<file path="src/rtl/core_control_fsm_pkg.sv">
// Shared types and encodings for the multi-cycle RV32I control sequencer.
package core_control_fsm_pkg;

  localparam int unsigned STATE_W = 3;

  // State encodings, also visible on the debug state port.
  localparam logic [STATE_W-1:0] ST_RST    = 3'd0;
  localparam logic [STATE_W-1:0] ST_FETCH  = 3'd1;
  localparam logic [STATE_W-1:0] ST_DECODE = 3'd2;
  localparam logic [STATE_W-1:0] ST_EXEC   = 3'd3;
  localparam logic [STATE_W-1:0] ST_MEM    = 3'd4;
  localparam logic [STATE_W-1:0] ST_WB     = 3'd5;
  localparam logic [STATE_W-1:0] ST_TRAP   = 3'd6;

  typedef enum logic [STATE_W-1:0] {
    StRst    = ST_RST,
    StFetch  = ST_FETCH,
    StDecode = ST_DECODE,
    StExec   = ST_EXEC,
    StMem    = ST_MEM,
    StWb     = ST_WB,
    StTrap   = ST_TRAP
  } state_e;

  // Writeback mux select.
  localparam logic [1:0] WB_ALU = 2'd0;
  localparam logic [1:0] WB_MEM = 2'd1;
  localparam logic [1:0] WB_PC4 = 2'd2;
  localparam logic [1:0] WB_IMM = 2'd3;

  // PC source select.
  localparam logic PC_SEL_INC = 1'b0;
  localparam logic PC_SEL_TGT = 1'b1;

  // Instruction class after resolving the decoder flags.
  typedef enum logic [2:0] {
    ClsNone,
    ClsStore,
    ClsLoad,
    ClsBranch,
    ClsUpper,
    ClsJump,
    ClsAlu
  } cls_e;

  typedef struct packed {
    logic type_r;
    logic type_i;
    logic type_s;
    logic type_b;
    logic type_u;
    logic type_j;
    logic alu_op;
    logic load;
    logic jalr;
  } dec_flags_t;

  // Flags are one-hot in practice; the if-chain fixes priority S > load > B > U > J > R/I
  // so that a corrupted decode still lands in a single well-defined class.
  function automatic cls_e classify(input dec_flags_t f);
    cls_e c;
    c = ClsNone;
    if (f.type_s) begin
      c = ClsStore;
    end else if (f.load) begin
      c = ClsLoad;
    end else if (f.type_b) begin
      c = ClsBranch;
    end else if (f.type_u) begin
      c = ClsUpper;
    end else if (f.type_j || f.jalr) begin
      c = ClsJump;
    end else if (f.type_r || f.type_i || f.alu_op) begin
      c = ClsAlu;
    end
    return c;
  endfunction

  // Writeback source for a given class.
  function automatic logic [1:0] wb_sel_for(input cls_e c);
    logic [1:0] s;
    s = WB_ALU;
    case (c)
      ClsLoad:  s = WB_MEM;
      ClsJump:  s = WB_PC4;
      ClsUpper: s = WB_IMM;
      default:  s = WB_ALU;
    endcase
    return s;
  endfunction

endpackage

</file>
<file path="src/rtl/core_control_fsm_if.sv">
// Control-plane bundle between the sequencer and the datapath/memories.
interface core_control_fsm_if;

  // Instruction fetch handshake and IR load.
  logic       imem_req;
  logic       imem_rvalid;
  logic       ir_we;

  // Decoder flags, sourced from the IR.
  logic       is_type_R;
  logic       is_type_I;
  logic       is_type_S;
  logic       is_type_B;
  logic       is_type_U;
  logic       is_type_J;
  logic       is_alu_op;
  logic       is_load;
  logic       is_jalr;
  logic       branch_taken;

  // Execute / data memory.
  logic       alu_en;
  logic       dmem_req;
  logic       dmem_we;
  logic       dmem_ack;

  // Writeback and PC update.
  logic       rf_we;
  logic [1:0] wb_sel;
  logic       pc_we;
  logic       pc_sel;

  // Sequencer side.
  modport master (
    output imem_req, ir_we, alu_en, dmem_req, dmem_we, rf_we, wb_sel, pc_we, pc_sel,
    input  imem_rvalid, is_type_R, is_type_I, is_type_S, is_type_B, is_type_U, is_type_J,
    input  is_alu_op, is_load, is_jalr, branch_taken, dmem_ack
  );

  // Datapath / memory side.
  modport slave (
    input  imem_req, ir_we, alu_en, dmem_req, dmem_we, rf_we, wb_sel, pc_we, pc_sel,
    output imem_rvalid, is_type_R, is_type_I, is_type_S, is_type_B, is_type_U, is_type_J,
    output is_alu_op, is_load, is_jalr, branch_taken, dmem_ack
  );

endinterface

</file>
<file path="src/rtl/core_control_fsm_retire.sv">
// Retired-instruction counter; wraps silently at the top of its range.
module core_control_fsm_retire #(
  parameter int unsigned XLEN = 32
) (
  input  logic            clk,
  input  logic            rst_n,
  input  logic            retire,
  output logic [XLEN-1:0] count
);

  logic [XLEN-1:0] count_q;

  // One increment per retiring cycle; cleared asynchronously.
  always_ff @(posedge clk or negedge rst_n) begin
    if (!rst_n) begin
      count_q <= '0;
    end else if (retire) begin
      count_q <= count_q + XLEN'(1);
    end
  end

  assign count = count_q;

endmodule

</file>
<file path="src/rtl/core_control_fsm.sv">
// Multi-cycle RV32I sequencer: FETCH -> DECODE -> EXEC -> MEM -> WB, with a sticky trap.
module core_control_fsm
  import core_control_fsm_pkg::*;
#(
  parameter int unsigned XLEN = 32,
  parameter int unsigned ST_W = 3
) (
  input  logic                clk,
  input  logic                rst_n,
  core_control_fsm_if.master  bus,
  output logic                halt,
  output logic [XLEN-1:0]     instret,
  output logic [ST_W-1:0]     state_o
);

  state_e     state_q;
  state_e     state_d;
  dec_flags_t flags;
  cls_e       cls;

  logic       imem_req;
  logic       ir_we;
  logic       alu_en;
  logic       dmem_req;
  logic       dmem_we;
  logic       rf_we;
  logic [1:0] wb_sel;
  logic       pc_we;
  logic       pc_sel;
  logic       halt_c;

  assign flags = '{
    type_r: bus.is_type_R,
    type_i: bus.is_type_I,
    type_s: bus.is_type_S,
    type_b: bus.is_type_B,
    type_u: bus.is_type_U,
    type_j: bus.is_type_J,
    alu_op: bus.is_alu_op,
    load:   bus.is_load,
    jalr:   bus.is_jalr
  };

  assign cls = classify(flags);

  // State register; async reset drops both request strobes immediately via the RST decode.
  always_ff @(posedge clk or negedge rst_n) begin
    if (!rst_n) begin
      state_q <= StRst;
    end else begin
      state_q <= state_d;
    end
  end

  // Next-state and output decode from the current state and handshake/decoder inputs.
  always_comb begin
    state_d  = state_q;
    imem_req = 1'b0;
    ir_we    = 1'b0;
    alu_en   = 1'b0;
    dmem_req = 1'b0;
    dmem_we  = 1'b0;
    rf_we    = 1'b0;
    wb_sel   = WB_ALU;
    pc_we    = 1'b0;
    pc_sel   = PC_SEL_INC;
    halt_c   = 1'b0;

    unique case (state_q)
      StRst: begin
        state_d = StFetch;
      end

      StFetch: begin
        imem_req = 1'b1;
        if (bus.imem_rvalid) begin
          ir_we   = 1'b1;
          state_d = StDecode;
        end
      end

      StDecode: begin
        if (cls == ClsNone) begin
          state_d = StTrap;
        end else if (cls == ClsUpper) begin
          state_d = StWb;
        end else begin
          state_d = StExec;
        end
      end

      StExec: begin
        alu_en = 1'b1;
        case (cls)
          ClsStore, ClsLoad: state_d = StMem;
          ClsBranch: begin
            // Branches retire straight from EXEC using the live compare result.
            pc_we   = 1'b1;
            pc_sel  = bus.branch_taken ? PC_SEL_TGT : PC_SEL_INC;
            state_d = StFetch;
          end
          ClsNone:   state_d = StTrap;
          default:   state_d = StWb;
        endcase
      end

      StMem: begin
        dmem_req = 1'b1;
        dmem_we  = (cls == ClsStore);
        if (bus.dmem_ack) begin
          if (cls == ClsStore) begin
            // Stores have nothing to write back, so they retire on the ack.
            pc_we   = 1'b1;
            pc_sel  = PC_SEL_INC;
            state_d = StFetch;
          end else begin
            state_d = StWb;
          end
        end
      end

      StWb: begin
        rf_we   = 1'b1;
        wb_sel  = wb_sel_for(cls);
        pc_we   = 1'b1;
        pc_sel  = (cls == ClsJump) ? PC_SEL_TGT : PC_SEL_INC;
        state_d = StFetch;
      end

      StTrap: begin
        // Sticky until reset; every enable stays low.
        halt_c  = 1'b1;
        state_d = StTrap;
      end

      default: begin
        state_d = StRst;
      end
    endcase
  end

  assign bus.imem_req = imem_req;
  assign bus.ir_we    = ir_we;
  assign bus.alu_en   = alu_en;
  assign bus.dmem_req = dmem_req;
  assign bus.dmem_we  = dmem_we;
  assign bus.rf_we    = rf_we;
  assign bus.wb_sel   = wb_sel;
  assign bus.pc_we    = pc_we;
  assign bus.pc_sel   = pc_sel;
  assign halt         = halt_c;
  assign state_o      = ST_W'(state_q);

  core_control_fsm_retire #(
    .XLEN (XLEN)
  ) u_retire (
    .clk    (clk),
    .rst_n  (rst_n),
    .retire (pc_we),
    .count  (instret)
  );

endmodule
</file>
<file path="src/flat_wrapper.sv">
// flat-port wrapper written by rule: the top's interface ports become plain ports
module core_control_fsm_flat import core_control_fsm_pkg::*;
#(
  parameter int unsigned XLEN = 32,
  parameter int unsigned ST_W = 3
)
  (clk, rst_n, halt, instret, state_o, bus_imem_req, bus_ir_we, bus_alu_en, bus_dmem_req, bus_dmem_we, bus_rf_we, bus_wb_sel, bus_pc_we, bus_pc_sel, bus_imem_rvalid, bus_is_type_R, bus_is_type_I, bus_is_type_S, bus_is_type_B, bus_is_type_U, bus_is_type_J, bus_is_alu_op, bus_is_load, bus_is_jalr, bus_branch_taken, bus_dmem_ack);
  core_control_fsm_if bus_i ();
  input  logic clk;
  input  logic rst_n;
  output logic halt;
  output logic [XLEN-1:0] instret;
  output logic [ST_W-1:0] state_o;
  output wire logic [$bits(bus_i.imem_req)-1:0] bus_imem_req;
  output wire logic [$bits(bus_i.ir_we)-1:0] bus_ir_we;
  output wire logic [$bits(bus_i.alu_en)-1:0] bus_alu_en;
  output wire logic [$bits(bus_i.dmem_req)-1:0] bus_dmem_req;
  output wire logic [$bits(bus_i.dmem_we)-1:0] bus_dmem_we;
  output wire logic [$bits(bus_i.rf_we)-1:0] bus_rf_we;
  output wire logic [$bits(bus_i.wb_sel)-1:0] bus_wb_sel;
  output wire logic [$bits(bus_i.pc_we)-1:0] bus_pc_we;
  output wire logic [$bits(bus_i.pc_sel)-1:0] bus_pc_sel;
  input wire logic [$bits(bus_i.imem_rvalid)-1:0] bus_imem_rvalid;
  input wire logic [$bits(bus_i.is_type_R)-1:0] bus_is_type_R;
  input wire logic [$bits(bus_i.is_type_I)-1:0] bus_is_type_I;
  input wire logic [$bits(bus_i.is_type_S)-1:0] bus_is_type_S;
  input wire logic [$bits(bus_i.is_type_B)-1:0] bus_is_type_B;
  input wire logic [$bits(bus_i.is_type_U)-1:0] bus_is_type_U;
  input wire logic [$bits(bus_i.is_type_J)-1:0] bus_is_type_J;
  input wire logic [$bits(bus_i.is_alu_op)-1:0] bus_is_alu_op;
  input wire logic [$bits(bus_i.is_load)-1:0] bus_is_load;
  input wire logic [$bits(bus_i.is_jalr)-1:0] bus_is_jalr;
  input wire logic [$bits(bus_i.branch_taken)-1:0] bus_branch_taken;
  input wire logic [$bits(bus_i.dmem_ack)-1:0] bus_dmem_ack;
  assign bus_imem_req = bus_i.imem_req;
  assign bus_ir_we = bus_i.ir_we;
  assign bus_alu_en = bus_i.alu_en;
  assign bus_dmem_req = bus_i.dmem_req;
  assign bus_dmem_we = bus_i.dmem_we;
  assign bus_rf_we = bus_i.rf_we;
  assign bus_wb_sel = bus_i.wb_sel;
  assign bus_pc_we = bus_i.pc_we;
  assign bus_pc_sel = bus_i.pc_sel;
  assign bus_i.imem_rvalid = bus_imem_rvalid;
  assign bus_i.is_type_R = bus_is_type_R;
  assign bus_i.is_type_I = bus_is_type_I;
  assign bus_i.is_type_S = bus_is_type_S;
  assign bus_i.is_type_B = bus_is_type_B;
  assign bus_i.is_type_U = bus_is_type_U;
  assign bus_i.is_type_J = bus_is_type_J;
  assign bus_i.is_alu_op = bus_is_alu_op;
  assign bus_i.is_load = bus_is_load;
  assign bus_i.is_jalr = bus_is_jalr;
  assign bus_i.branch_taken = bus_branch_taken;
  assign bus_i.dmem_ack = bus_dmem_ack;
  core_control_fsm #(.XLEN(XLEN), .ST_W(ST_W)) u_core (.clk(clk), .rst_n(rst_n), .bus(bus_i), .halt(halt), .instret(instret), .state_o(state_o));
endmodule
</file>
<file path="config.mk">
export PLATFORM = sky130hd
export DESIGN_NAME = core_control_fsm_flat
export DESIGN_NICKNAME = d
export VERILOG_FILES = /design/src/rtl/core_control_fsm_pkg.sv /design/src/rtl/core_control_fsm_if.sv /design/src/rtl/core_control_fsm_retire.sv /design/src/rtl/core_control_fsm.sv /design/src/flat_wrapper.sv
export SDC_FILE = /design/constraint.sdc
export NUM_CORES = 1
export LEC_CHECK = 0
export ABC_AREA = 0
export ABC_CLOCK_PERIOD_IN_PS = 2800
export CAP_MARGIN = 20
export CORE_ASPECT_RATIO = 0.6
export CORE_MARGIN = 2
export CORE_UTILIZATION = 49
export DETAILED_ROUTE_END_ITERATION = 16
export GPL_TIMING_DRIVEN = 0
export PLACE_DENSITY = 0.9
export SLEW_MARGIN = 20
export SYNTH_ARGS = -nofsm -noshare
export SYNTH_HDL_FRONTEND = slang
export SYNTH_SLANG_ARGS = --single-unit
export TNS_END_PERCENT = 1
</file>
<file path="constraint.sdc">
create_clock -name clk -period 2.8 [get_ports clk]
set_input_delay 0.7 -clock clk [delete_from_list [all_inputs] [get_ports clk]]
set_output_delay 0.7 -clock clk [all_outputs]
set_load 0.1 [all_outputs]
</file>
==> impl_results.md <==
- Worst-margin pin slew: 0.995 ns
- Overall power: 2.26 mW
- CTS Root Cell: clkbuf_8
- Register bit count reported by yosys: 35
- Clk slew on worst S/H paths: 0.07 ns
- Crit-path cells: clkdlybuf4s50_1 -> a21o_1 -> a32o_2 -> buf_6 -> buf_4
- Die Area: 0.00425 mm^2
- Fin cells: 296
- Maximum root-to-sink buffer count: 2
- Fin crit period: 2.77 ns
- Number of diodes: 0
- Congestion Overflow GR: 0
- Skew final: 0.00484 ns
- Fraction of layout cells with a size suffix above 1: 0.165
- CP Class: input port to output port
- Global Route Usage Sum: 0.236
- CP bufs+invs: 3
- Final period util: 0.991
- Synth warn: 0
- Setup-failing EPs final: 0
- First-pass GRT wire length: 7.73 mm
- Max_slew headroom: 0.334
- Maximum VDD drop: 1.05 mV
- Height of the die: 51.3 um
- Antenna violations before repair: 0
- Crit path launch type: input port
- Critical Path RT: 2.10 ns
- DRT iter0 DRCs: 55
- WL per Instance: 15.9 um
- H-Tree Depth: 2
- Drt via density: 5.48
- Ys async rst share: 1.00
- Power Density: 845 mW/mm^2
- Distinct cells, synth: 39
- Drt pass-1 iters: 4
- DRT Wirelength: 4.69 mm
- RSZ-0062 raised after global routing: true
- Post-synthesis cell count: 181
- Largest net degree at the start of global routing: 27
- Post-synthesis cell area: 0.00183 mm^2
- # rows: 17
- Primary FF master, synth: dfrtp_1
- Nature of the critical path endpoint: output port
- CTS buffer count: 5
- I/O Buffers: 59
- Slowest stage delay, CP: 0.51 ns
- Reg-to-Reg Start: u_core.u_retire.count[3]
- Post-CTS Setup Inserts: 0
- Hpwl dp: 3.41 mm
- Leak: 1.20 nW
- Run status: finished clean
- Initial Util: 0.505
- GP Congestion: 0.849
- Vias in the first global route: 1562
- Slew Viols, Final: 0
- Avg Cell Area, Syn: 10.1 um^2
- Post-synth EDFFs: 0
- Final Hold Vio Count: 0
- Placed Instances: 288
- Achievable Freq: 0.361 GHz
- CP endpoint: bus_pc_we
- FF-to-FF End: u_core.u_retire.count[22]
- Max-cap viol count: 0
- Clock Latency Late Sink: 0.29 ns
- Hold-fix buffers at CTS: 0
- Syn_nets: 196
- Register area share after synthesis: 0.480
- Worst setup startpoint: bus_dmem_ack
- CTS tree: done
- Kind of cell adding the most delay to the critical path: buffers and inverters
- Critical Path AT: 2.07 ns
- Die width: 82.8 um
- # clock sinks: 35
- Min-Delay Path Class: input port to asynchronous set/reset pin
- Ports: 60
- Antenna Violating Nets Remaining: 0
- Layout area overhead: 46.3%
- Nets@finish: 263
- CP Depth: 5
- FF-to-FF path depth: 5
- R2R Setup Slk: 0.86 ns
- DRC viols: 0
- Maximum fanout along the worst path: 10
- Crit-path slowest cell: clkdlybuf4s50_1
- Core Region: 0.00362 mm^2
- Via Count: 1623
[final cells by class]
| cell class | instances | area [um^2] |
|---|---|---|
| Tap cell | 47 | 58.8 |
| Fill cell | 265 | 946 |
| Inverter | 6 | 22.5 |
| Sequential cell | 35 | 882 |
| Multi-Input combinational cell | 138 | 996 |
| Timing Repair Buffer | 60 | 594 |
| Clock buffer | 8 | 100 |
| Buffer | 2 | 16.3 |
[cell usage after synthesis (3+ instances only)]
library cell,n,area share
dfrtp_1,35,0.48
xor2_1,20,0.096
nor3_1,15,0.041
nand2_1,14,0.029
nor2_1,13,0.027
nand3_1,12,0.033
xnor2_1,11,0.053
nand4_1,8,0.027
inv_1,6,0.012
a21oi_1,4,0.011
and3_1,4,0.014
nor4_1,4,0.014
or3_1,3,0.010
[per-stage QoR]
stage / hold slack, ns / TNS, ns / util / area, um^2 / setup slack [ns]
after detailed placement: 0.475 / -4.94 / 0.709 / 2560 / -1.14
final: 0.264 / 0 / 0.738 / 2670 / 0.0264
after global routing: 0.267 / -0.0101 / 0.738 / 2670 / -0.0101
after CTS: 0.262 / 0 / 0.737 / 2660 / 0.0289
after floorplan: 0.404 / -0.509 / - / 1900 / -0.252
after global placement: 0.455 / -4.76 / 0.705 / 2550 / -1.13
[routing by layer]
layer | track usage | vias to the layer above | wire [um]
li1 | - | 784 | -
met1 | 0.302 | 767 | 2170
met2 | 0.394 | 62 | 2170
met3 | 0.0630 | 10 | 289
met4 | 0.0847 | 0 | 73
met5 | 0 | - | 0
[layout by cell type (no fill, tap or decap), types with 3 or more instances in the layout]
master | netlist | routed
clkdlybuf4s15_2 | 0 | 4
clkdlybuf4s50_1 | 0 | 44
clkbuf_8 | 0 | 7
and3_1 | 4 | 3
nor3_1 | 15 | 11
xnor2_1 | 11 | 11
nand3_1 | 12 | 11
a21oi_1 | 4 | 4
nand2_1 | 14 | 14
nor2_1 | 13 | 13
nor4_1 | 4 | 4
nor3_4 | 0 | 3
dlygate4sd2_1 | 0 | 4
nand4_1 | 8 | 8
dfrtp_1 | 35 | 32
inv_1 | 6 | 6
xor2_1 | 20 | 20
[registers in the layout, summed over array words and instances (netlist names)]
signal,count
u_core.state_o,3
u_core.u_retire.count,32
[logic make-up (layout without fill, tap and decap cells)]
group           count (synthesis)  count (layout)  share of synthesized area
compound gates                 14              14                     0.0548
flops                          35              35                      0.480
xor+xnor                       31              31                      0.149
fa+ha+maj                       1               1                    0.00685
mux                             1               1                    0.00617
buf+inv                         8              76                     0.0206
simple gates                   91              91                      0.283
[how the worst min path moves through the flow]
stage | startpoint | end
floorplan | rst_n | u_core.state_o[1]
global placement | u_core.u_retire.count[31] | u_core.u_retire.count[31]
detailed placement | u_core.u_retire.count[31] | u_core.u_retire.count[31]
CTS | rst_n | u_core.u_retire.count[28]
global route | rst_n | u_core.u_retire.count[28]
finish | rst_n | u_core.u_retire.count[28]
[report_power, final]
group / switching, mW / internal, mW / leakage [nW] / total [mW]
clock: 0.183 / 0.225 / 0.0515 / 0.408
combinational: 0.900 / 0.279 / 0.684 / 1.18
sequential: 0.101 / 0.569 / 0.462 / 0.670
total: 1.18 / 1.07 / 1.20 / 2.26
[repair_timing]
item,in CTS,in global routing
pin swaps,1,0
endpoints found under the setup margin,11,4
gates resized for setup,44,5
Power figures use the tool's default switching activity.
==> patch (same settings) <==
`ST_W` is set to 3 in 2 places; all go to 6.
--- a/src/rtl/core_control_fsm.sv
+++ b/src/rtl/core_control_fsm.sv
@@ -5,3 +5,3 @@
   parameter int unsigned XLEN = 32,
-  parameter int unsigned ST_W = 3
+  parameter int unsigned ST_W = 6
 ) (
--- a/src/flat_wrapper.sv
+++ b/src/flat_wrapper.sv
@@ -4,3 +4,3 @@
   parameter int unsigned XLEN = 32,
-  parameter int unsigned ST_W = 3
+  parameter int unsigned ST_W = 6
 )
Ports: changed (resized state_o); port bits go from 60 to 63. No check against the original RTL was run, so the function may have changed too.
==> patch against the unedited design <==
Sequential cell count unchanged. Cell area increased by 1.1%. Total power decreased by 1.0%. Synthesized area increased by 1.4%. Worst setup slack improved by 0.013 ns. Via count increased by 1.7%. Routed wire length decreased by 6.2%. Count of clock-buffer cells in the layout decreased by 2. Worst hold slack improved by 0.012 ns. Largest cell class unchanged.
==> patch: results <==
group,metric,value,unit
status,status,"complete, no violations",
logic_synthesis,ys_seq_area_share,47.30,%
setup_path,crit_path_end,"bus_dmem_req",
detailed_routing,vias,1651,
sta,fmax,0.3622,GHz
logic_synthesis,synth_area_leaders,"dfrtp_1 (47%), xor2_1 (9.5%), xnor2_1 (5.2%), nor3_1 (4.1%), nand3_1 (3.2%)",
sta,slew_headroom,34.32,%
logic_synthesis,post_synth_mux_area_share,0.6081,%
setup_path,r2r-end,"u_core.u_retire.count[26]",
place,dp_cells,294,
pwr,leakage,1.239,nW
setup_path,cp-startpoint,"u_core.state_q[0]",
logic_synthesis,synth_xor_area_share,14.66,%
setup_path,r2r_slack,0.82,ns
global_route,grt_first_pass_wirelength,7672,um
pwr,ir_worst_vdd,0.9361,mV
detailed_routing,post_drt_wl_per_cell,14.58,um
layout,fin_nets,270,
logic_synthesis,synth_compound_area_share,5.405,%
logic_synthesis,yosysUniqueCellTypes,41,
place,gp_congestion,0.8243,
layout,instances_no_fill,302,
layout,drive_gt1_share,17.65,%
sta,fin_skew,0.009528,ns
global_route,grt_usage,22.89,%
detailed_routing,drt_iter0_drc,136,
setup_path,regToRegStartpoint,"u_core.u_retire.count[2]",
## patch: cell count changes in the layout (fill, tap and decap cells not counted), sizes merged
cell	before	now
conb	0	3
clkinv	0	1
dlymetal6s2s	0	2
clkbuf	11	10
dlygate4sd2	4	2
buf	6	10
clkdlybuf4s15	5	3
clkdlybuf4s18	0	1
## patch: critical path, cell delays in order (launching register included)
cell	delay, ns
dfrtp_4	0.51
clkbuf_2	0.22
nor3_4	0.22
clkdlybuf4s15_1	0.84
## patch: what timing repair did
action / CTS / global route
buffers inserted: 0 / 1
setup endpoints to repair: 11 / 7
pin swaps: 0 / 1
gates resized for setup: 43 / 8
## patch: worst min-delay path by stage
stage	from	to	slack (ns)	cells after the start
floorplan	rst_n	u_core.state_q[1]	0.40	0
global placement	u_core.u_retire.count[31]	u_core.u_retire.count[31]	0.46	1
detailed placement	u_core.u_retire.count[31]	u_core.u_retire.count[31]	0.46	1
CTS	rst_n	u_core.u_retire.count[1]	0.28	1
global route	rst_n	u_core.u_retire.count[3]	0.27	1
finish	rst_n	u_core.u_retire.count[1]	0.28	1
## patch: cell type report
cell class,count,area [um2]
Multi-Input combinational cell,141,1001
Fill cell,259,937.1
Sequential cell,35,882.1
Timing Repair Buffer,61,609.3
Clock buffer,6,82.58
Tap cell,47,58.81
Buffer,5,38.79
Inverter,6,22.52
Clock inverter,1,5.005
## patch: per-layer routing
layer	vias to the layer above	track usage [%]	routed length, um
met5	-	0	0
met4	0	5.191	27
met3	2	7.143	278
met2	51	36.42	1959
met1	801	31.15	2138
li1	797	-	-
## patch: report_power, final
part | switching [mW] | leakage, nW | internal, mW
Combinational | 0.913 | 0.730 | 0.282
Clock | 0.174 | 0.0470 | 0.193
Sequential | 0.103 | 0.462 | 0.569
Total | 1.19 | 1.24 | 1.04
